### src/rtl/led_band_sequencer_pkg.sv
// Shared types and size helpers for the LED band sequencer and its SCLK generator.
package led_band_sequencer_pkg;

  typedef enum logic [1:0] {
    ST_IDLE     = 2'd0,
    ST_SHIFT_LO = 2'd1,
    ST_SHIFT_HI = 2'd2
  } state_t;

  localparam logic [1:0] COLOR_RED   = 2'd2;
  localparam logic [1:0] COLOR_GREEN = 2'd1;
  localparam logic [1:0] COLOR_BLUE  = 2'd0;

  function automatic int group_bits(input int bit_per_color, input int nb_0_lsb);
    return 3 * (bit_per_color + nb_0_lsb);
  endfunction

  function automatic int frame_bits(input int nb_led_column, input int bit_per_color,
                                    input int nb_0_lsb);
    return nb_led_column * group_bits(bit_per_color, nb_0_lsb);
  endfunction

endpackage

### src/rtl/led_band_sclk_gen.sv
// SCLK generator: SCLK_DIV-cycle half periods, low phase first, with strobes
// flagging the clk edge on which SCLK will rise or fall.
module led_band_sclk_gen #(
  parameter int SCLK_DIV = 2
) (
  input  logic clk,
  input  logic rst,
  input  logic i_en,
  output logic o_sclk,
  output logic o_rise,
  output logic o_fall
);

  localparam int PW = $clog2(SCLK_DIV);
  localparam logic [PW-1:0] PHASE_LAST = PW'(SCLK_DIV - 1);

  logic [PW-1:0] r_phase;
  logic          r_sclk;
  logic          w_wrap;

  assign w_wrap = i_en && (r_phase == PHASE_LAST);

  // Disabling parks SCLK low with a fresh phase so every frame starts on a clean low half.
  always_ff @(posedge clk) begin
    if (rst || !i_en) begin
      r_phase <= '0;
      r_sclk  <= 1'b0;
    end else if (w_wrap) begin
      r_phase <= '0;
      r_sclk  <= ~r_sclk;
    end else begin
      r_phase <= r_phase + PW'(1);
    end
  end

  assign o_sclk = r_sclk;
  assign o_rise = w_wrap && !r_sclk;
  assign o_fall = w_wrap && r_sclk;

endmodule

### src/rtl/led_band_sequencer.sv
// Serial-shift timing for one LED band chain: SCLK, LAT and the row/color/bit read
// coordinates of one grayscale frame per accepted angle tick.
module led_band_sequencer
  import led_band_sequencer_pkg::*;
#(
  parameter int NB_LED_COLUMN = 32,
  parameter int BIT_PER_COLOR = 8,
  parameter int NB_0_LSB      = 1,
  parameter int NB_ANGLES     = 128,
  parameter int SCLK_DIV      = 2,
  parameter int WRTGS_LEN     = 1,
  parameter int LATGS_LEN     = 3
) (
  input  logic                                        clk,
  input  logic                                        rst,
  input  logic                                        run,
  input  logic                                        angle_tick,
  input  logic [$clog2(NB_ANGLES)-1:0]                angle_in,
  output logic                                        SCLK,
  output logic                                        LAT,
  output logic [$clog2(NB_ANGLES)-1:0]                angle,
  output logic [$clog2(NB_LED_COLUMN)-1:0]            row,
  output logic [1:0]                                  color,
  output logic [$clog2(BIT_PER_COLOR+NB_0_LSB)-1:0]   bit_sel,
  output logic                                        busy,
  output logic                                        overrun
);

  localparam int AW  = $clog2(NB_ANGLES);
  localparam int RW  = $clog2(NB_LED_COLUMN);
  localparam int BPB = BIT_PER_COLOR + NB_0_LSB;
  localparam int BW  = $clog2(BPB);
  localparam logic [RW-1:0] ROW_FIRST = RW'(NB_LED_COLUMN - 1);
  localparam logic [BW-1:0] BIT_FIRST = BW'(BPB - 1);

  state_t          r_state;
  logic [AW-1:0]   r_angle;
  logic [RW-1:0]   r_row;
  logic [1:0]      r_color;
  logic [BW-1:0]   r_bitSel;
  logic            r_lat;
  logic            r_busy;
  logic            r_overrun;

  logic            w_sclk;
  logic            w_rise;
  logic            w_fall;
  logic            w_lastBit;
  logic [RW-1:0]   w_nextRow;
  logic [1:0]      w_nextColor;
  logic [BW-1:0]   w_nextBit;

  // Position counted down to the end of the group picks the latch window; the last row uses LATGS.
  function automatic logic latFor(input logic [RW-1:0] r, input logic [1:0] c,
                                  input logic [BW-1:0] b);
    int pos;
    pos = int'(c) * BPB + int'(b);
    if (r == '0) return pos < LATGS_LEN;
    return pos < WRTGS_LEN;
  endfunction

  led_band_sclk_gen #(
    .SCLK_DIV (SCLK_DIV)
  ) u_sclk_gen (
    .clk    (clk),
    .rst    (rst),
    .i_en   (r_state != ST_IDLE),
    .o_sclk (w_sclk),
    .o_rise (w_rise),
    .o_fall (w_fall)
  );

  always_comb begin
    w_nextRow   = r_row;
    w_nextColor = r_color;
    w_nextBit   = r_bitSel - BW'(1);
    if (r_bitSel == '0) begin
      w_nextBit = BIT_FIRST;
      if (r_color == COLOR_BLUE) begin
        w_nextColor = COLOR_RED;
        w_nextRow   = r_row - RW'(1);
      end else begin
        w_nextColor = r_color - 2'd1;
      end
    end
  end

  assign w_lastBit = (r_row == '0) && (r_color == COLOR_BLUE) && (r_bitSel == '0);

  // Coordinates and LAT only move on SCLK falls so SOUT settles before the next rise.
  always_ff @(posedge clk) begin
    if (rst) begin
      r_state   <= ST_IDLE;
      r_angle   <= '0;
      r_row     <= '0;
      r_color   <= '0;
      r_bitSel  <= '0;
      r_lat     <= 1'b0;
      r_busy    <= 1'b0;
      r_overrun <= 1'b0;
    end else begin
      r_overrun <= angle_tick && r_busy;
      case (r_state)
        ST_IDLE: begin
          if (angle_tick && run) begin
            r_state  <= ST_SHIFT_LO;
            r_angle  <= angle_in;
            r_row    <= ROW_FIRST;
            r_color  <= COLOR_RED;
            r_bitSel <= BIT_FIRST;
            r_lat    <= latFor(ROW_FIRST, COLOR_RED, BIT_FIRST);
            r_busy   <= 1'b1;
          end
        end
        ST_SHIFT_LO: begin
          if (w_rise) r_state <= ST_SHIFT_HI;
        end
        ST_SHIFT_HI: begin
          if (w_fall) begin
            if (w_lastBit) begin
              r_state <= ST_IDLE;
              r_lat   <= 1'b0;
              r_busy  <= 1'b0;
            end else begin
              r_state  <= ST_SHIFT_LO;
              r_row    <= w_nextRow;
              r_color  <= w_nextColor;
              r_bitSel <= w_nextBit;
              r_lat    <= latFor(w_nextRow, w_nextColor, w_nextBit);
            end
          end
        end
        default: r_state <= ST_IDLE;
      endcase
    end
  end

  assign SCLK    = w_sclk;
  assign LAT     = r_lat;
  assign angle   = r_angle;
  assign row     = r_row;
  assign color   = r_color;
  assign bit_sel = r_bitSel;
  assign busy    = r_busy;
  assign overrun = r_overrun;

endmodule

### config.mk
export PLATFORM = sky130hd
export DESIGN_NAME = led_band_sequencer
export DESIGN_NICKNAME = d
export VERILOG_FILES = /design/src/rtl/led_band_sequencer_pkg.sv /design/src/rtl/led_band_sclk_gen.sv /design/src/rtl/led_band_sequencer.sv
export SDC_FILE = /design/constraint.sdc
export NUM_CORES = 1
export LEC_CHECK = 0
export CORE_MARGIN = 2
export CORE_UTILIZATION = 45
export DETAILED_ROUTE_END_ITERATION = 10
export PLACE_DENSITY = 0.83
export REMOVE_ABC_BUFFERS = 1
export SYNTH_ARGS = -nofsm -noshare
export SYNTH_HDL_FRONTEND = slang
export SYNTH_SLANG_ARGS = --single-unit
### constraint.sdc
create_clock -name clk -period 3 [get_ports clk]
set_input_delay 0.6 -clock clk [delete_from_list [all_inputs] [get_ports clk]]
set_output_delay 0.6 -clock clk [all_outputs]
set_load 0.1 [all_outputs]
== Yosys cells after proc, flatten, opt, wreduce, memory -nomap -nowiden ==
Cells that the tools add are included.
Operators by class
  add/subtract/negate cells: 5
  $mul: 1
  magnitude comparators: 2
  equal/unequal tests: 7
  mux-type cells: 37
  bitwise operators: 1
  reductions and logical operators: 23
Operator list (count)
  $mux 5: 5
  $mux 2: 8
  $mux 4: 4
  $mux 1: 14
  $logic_not 5->1: 2
  $pmux 5 s2: 1
  $pmux 4 s2: 1
  $reduce_and 4->1: 2
  $add 6x4->7: 1
  $logic_and 1x1->1: 7
  $lt 7x1->1 const B: 1
  $lt 7x2->1 const B: 1
  $mul 2x4->6 const B: 1
  $ne 2x2->1 const B: 3
  $pmux 2 s3: 1
  $reduce_and 3->1: 2
  $sub 5x1->5 const B: 1
  $logic_not 2->1: 2
  $logic_not 4->1: 1
  $ne 2x1->1 const B: 2
  $pmux 1 s2: 2
  $pmux 2 s2: 1
  $reduce_bool 2->1: 2
  $sub 4x1->4 const B: 1
  other kinds (9): 10
Word-level totals
  flip-flop bits (word level): 25
  bits of input ports: 11
  output and inout port bits: 22
  logic and storage cells: 86

== Logic depth before layout (Yosys ltp) ==
  depth after elaboration: 13
  mapped depth: 11

== By module ==
From an unflattened synthesis, not the netlist that was laid out.
Second synthesis, totals
  cell total of the unflattened synthesis: 155
  area, all modules: 1382.6 um2
Modules (own cells, without submodules)
  led_band_sequencer: instances 1, cells an instance 146, area an instance 1305.0 um2
  led_band_sclk_gen: instances 1, cells an instance 9, area an instance 77.6 um2

== Least setup slack after synthesis ==
OpenSTA, ideal clock, no wires.
  kind: reg-to-reg
  start point: register r_bitSel[0], in the netlist bit_sel[0]
  end point: register r_lat, in the netlist LAT
  arrival time: 3552 ps
  required time: 2941 ps
  setup slack: -612 ps
  stages on the path, launching flop included: 12
  buffers on the path: 0
  path through: dfxtp_1 -> inv_1 -> ha_1 -> nor3b_2 -> mux2i_1 -> ha_1 -> ha_1 -> inv_1 -> fa_1 -> or4b_1 -> a221oi_2 -> a41o_1
Between the ends
  longest elaborated chain between the ends: 12
  elaborated cells on any way between the ends: 21
  those cells by class: add/sub (2); mul (1); order compare (2); mux (13); reduce/logical (3)
RTL lines
  from (decl): RTL line led_band_sequencer.sv:40  | logic [BW-1:0] r_bitSel;
  from (signal assigned): RTL line led_band_sequencer.sv:128  | r_bitSel <= w_nextBit;
  branches (longest 9 deep; another with $add 6x4->7)
  $mux 1 (*): RTL line led_band_sequencer.sv:120  | if (w_lastBit) begin
  $mux 1 (*): RTL line led_band_sequencer.sv:119  | if (w_fall) begin
  $pmux 1 s2 (*): RTL line led_band_sequencer.sv:103  | case (r_state)
  to (signal assigned): RTL line led_band_sequencer.sv:111  | r_lat <= latFor(ROW_FIRST, COLOR_RED, BIT_FIRST);
  to (signal assigned): RTL line led_band_sequencer.sv:129  | r_lat <= latFor(w_nextRow, w_nextColor, w_nextBit);
  to (decl): RTL line led_band_sequencer.sv:41  | logic r_lat;
Every way passes the cells marked *. The select of a mux whose other input is x is not followed.
A chain may end at the register's enable or synchronous reset.

== Final worst setup path ==
Same ends and word-level chain as after synthesis.

==> metrics <==
status completed; Layout area overhead 25.2%; Mapped Avg Cell Area 9.14 um2; layout cells sized above 1 25.1%; Pleak 0.816 nW; PnR worst setup slack 99.1 ps; count leader, synth dfxtp_1; startpoint types flop; diodes inserted 0; R2R depth 11; boundary pin count 33; hold depth 2; routability cong. 0.840; Tot GR Track Use 18.6%; die height 62.6 um; first-pass GRT wire length 5.98 mm; DR WL/cell 14.3 um; top cells by area, synth dfxtp_1, ha_1, nand2_1, a21oi_1, inv_1; vias in the first global route 1265; Synth Instances 169; CP required 3290 ps; die area 3920 um2; initial antenna violation count 0; Reg2Reg Launch Point bit_sel[0]; post-synthesis instance area 1550 um2; post-layout min period 2900 ps; post-synthesis sequential area ratio 32.4%; Overflow after GRT 0; htree depth 1; DRC 0; Routed Antenna Nets 0; PortBufs 32; Vias 1386; WHS Endpoint angle[1]; peak supply drop 0.153 mV; CP Capture Type flop; Yosys cell types 50; worst r2r dst LAT; Final Hold Viols 0; HPWL Detailed 2.83 mm; initial drt markers 89; Finished Layout Cells 253; Reg clk slew, reported paths 150 ps; placed cell count 247; Place WS 53.1 ps; Ys Warns 0; Crit-path slowest cell fa_1; Synth top cells by count dfxtp_1, nand2_1, a21oi_1; CP cell instances inv_1, ha_2, nor3b_4, mux2i_1, ha_1, ha_1, inv_1, fa_1, or4b_4, a221oi_2, a41o_1; cts hold-fix bufs 0; dominant cell type by area after synthesis dfxtp_1; Slew @ Worst Pin 461 ps; Max-Cap Viols 0; final setup vio count 0; CP arrival 3190 ps; fin nets 232; Synth Flop Type dfxtp_1; CTS Buffer Depth 2; CTS sink cnt 25; crit-path max FO 5; worst hold path class reg2reg; routed vias/inst 5.48; Async S/R FF share, synth 0%; HP Start angle[1]; Core ar. 3310 um2; WP depth 11; Post-Route Utilization 58.4%; Initial Utilization 46.7%; Worst-Skew Late Latency 330 ps; die width 62.6 um; clock skew 3.67 ps; fmax 345 MHz; Detailed Routing Iterations Pass 1 4; pin count of the biggest net entering global routing 16; wire length after detailed routing 3.61 mm; Yosys top cell area share 32.4%; Root Driver clkbuf_4; Buf/Inv on CP 2; Total Negative Setup Slacks 0 ps; unrepaired setup endpoints after global routing no; power density over the cells 428 nW/um2; setup slack, reg-to-reg 100 ps; Num CTS Buffers 3; Worst path max stage delay 460 ps; power after layout 0.000827 W; Slew headroom 69.3%; cell family with most CP delay adder cells; fin. max-slew vios 0; critical path class reg2reg; TritonCTS clock tree yes; #FFs+latches synth 25; Post-synth EDFFs 0; standard-cell row count 21; Tcrit/Tclk final 96.7%
## sequential cells by signal, summed over array words and instances (netlist names)
register and cells:
LAT 1, angle 7, bit_sel 4, busy 1, color 2, overrun 1
r_state 2, row 5, u_sclk_gen.o_sclk 1, u_sclk_gen.r_phase 1
## area by class of cell
cell class	count	area, um2
Clock buffer	3	22.5
Sequential cell	25	502
Inverter	11	41.3
Clock inverter	1	7.51
Timing Repair Buffer	41	333
Multi-Input combinational cell	126	971
Fill cell	317	1380
Tap cell	46	57.6
## report_power, final
group | switching [W] | internal, W
clock network | 0.000113 | 0.0000511
registers | 0.0000217 | 0.000348
logic | 0.000195 | 0.0000978
total | 0.000330 | 0.000497
## logic make-up after synthesis
logic type	count (synthesis)	synth area share [%]
and+or+nand+nor	68	27.1
AOI/OAI and AO/OA	39	20.0
DFF	25	32.4
buffers and inverters	18	5.59
adders and majority gates	13	11.0
muxes	5	3.32
xor gates and xnor gates	1	0.567
## how the worst max path moves through the flow
stage	startpoint	slack (ps)	endpoint
after floorplan	bit_sel[0]	-610	LAT
after global placement	bit_sel[1]	170	LAT
after detailed placement	bit_sel[1]	50	LAT
after CTS	bit_sel[1]	20	LAT
after global routing	bit_sel[0]	10	LAT
final	bit_sel[0]	100	LAT
## routing by layer
metal / track usage, % / wire (um) / up-vias / part of all wire, %
li1: - / - / 692 / -
met1: 25.0 / 1620 / 656 / 45
met2: 31.0 / 1790 / 31 / 50
met3: 0.901 / 129 / 7 / 3.6
met4: 8.06 / 65 / 0 / 1.8
met5: 0 / 0 / - / 0
## stage by stage
stage,hold WS (ps),cell area [um2]
detailed placement,457,1880
CTS,476,1910
finish,473,1930
global placement,443,1880
floorplan,503,1500
global route,501,1930
## tightest hold or removal path, delay by kind of cell (launching register included)
family | cells | cell delay (ps)
flops | 1 | 340
simple gates | 1 | 50
compound gates | 1 | 50
## layout by cell type, fill, tap and decap left out, types with 2 or more instances in the layout
cell              n
o21ai_0           2
a31oi_1           2
nor2_1           11
and3_1            5
ha_1             11
nand2b_1          5
a311oi_1          3
clkbuf_4          3
nor3_1            4
o41ai_2           2
nor3b_1           2
dfxtp_1          24
mux2i_1           4
nand2_1          21
inv_1            10
nand3b_1          2
a21oi_1          15
buf_4            31
o31ai_1           2
nand3_1           4
a31o_1            2
clkdlybuf4s50_1  10
## repair_timing
| action | CTS | global route |
|---|---|---|
| setup buffers | 0 | 2 |
| endpoints found under the setup margin | 0 | 1 |
| resized for setup | 0 | 5 |
Note: power is estimated with default switching activity, not from simulation.
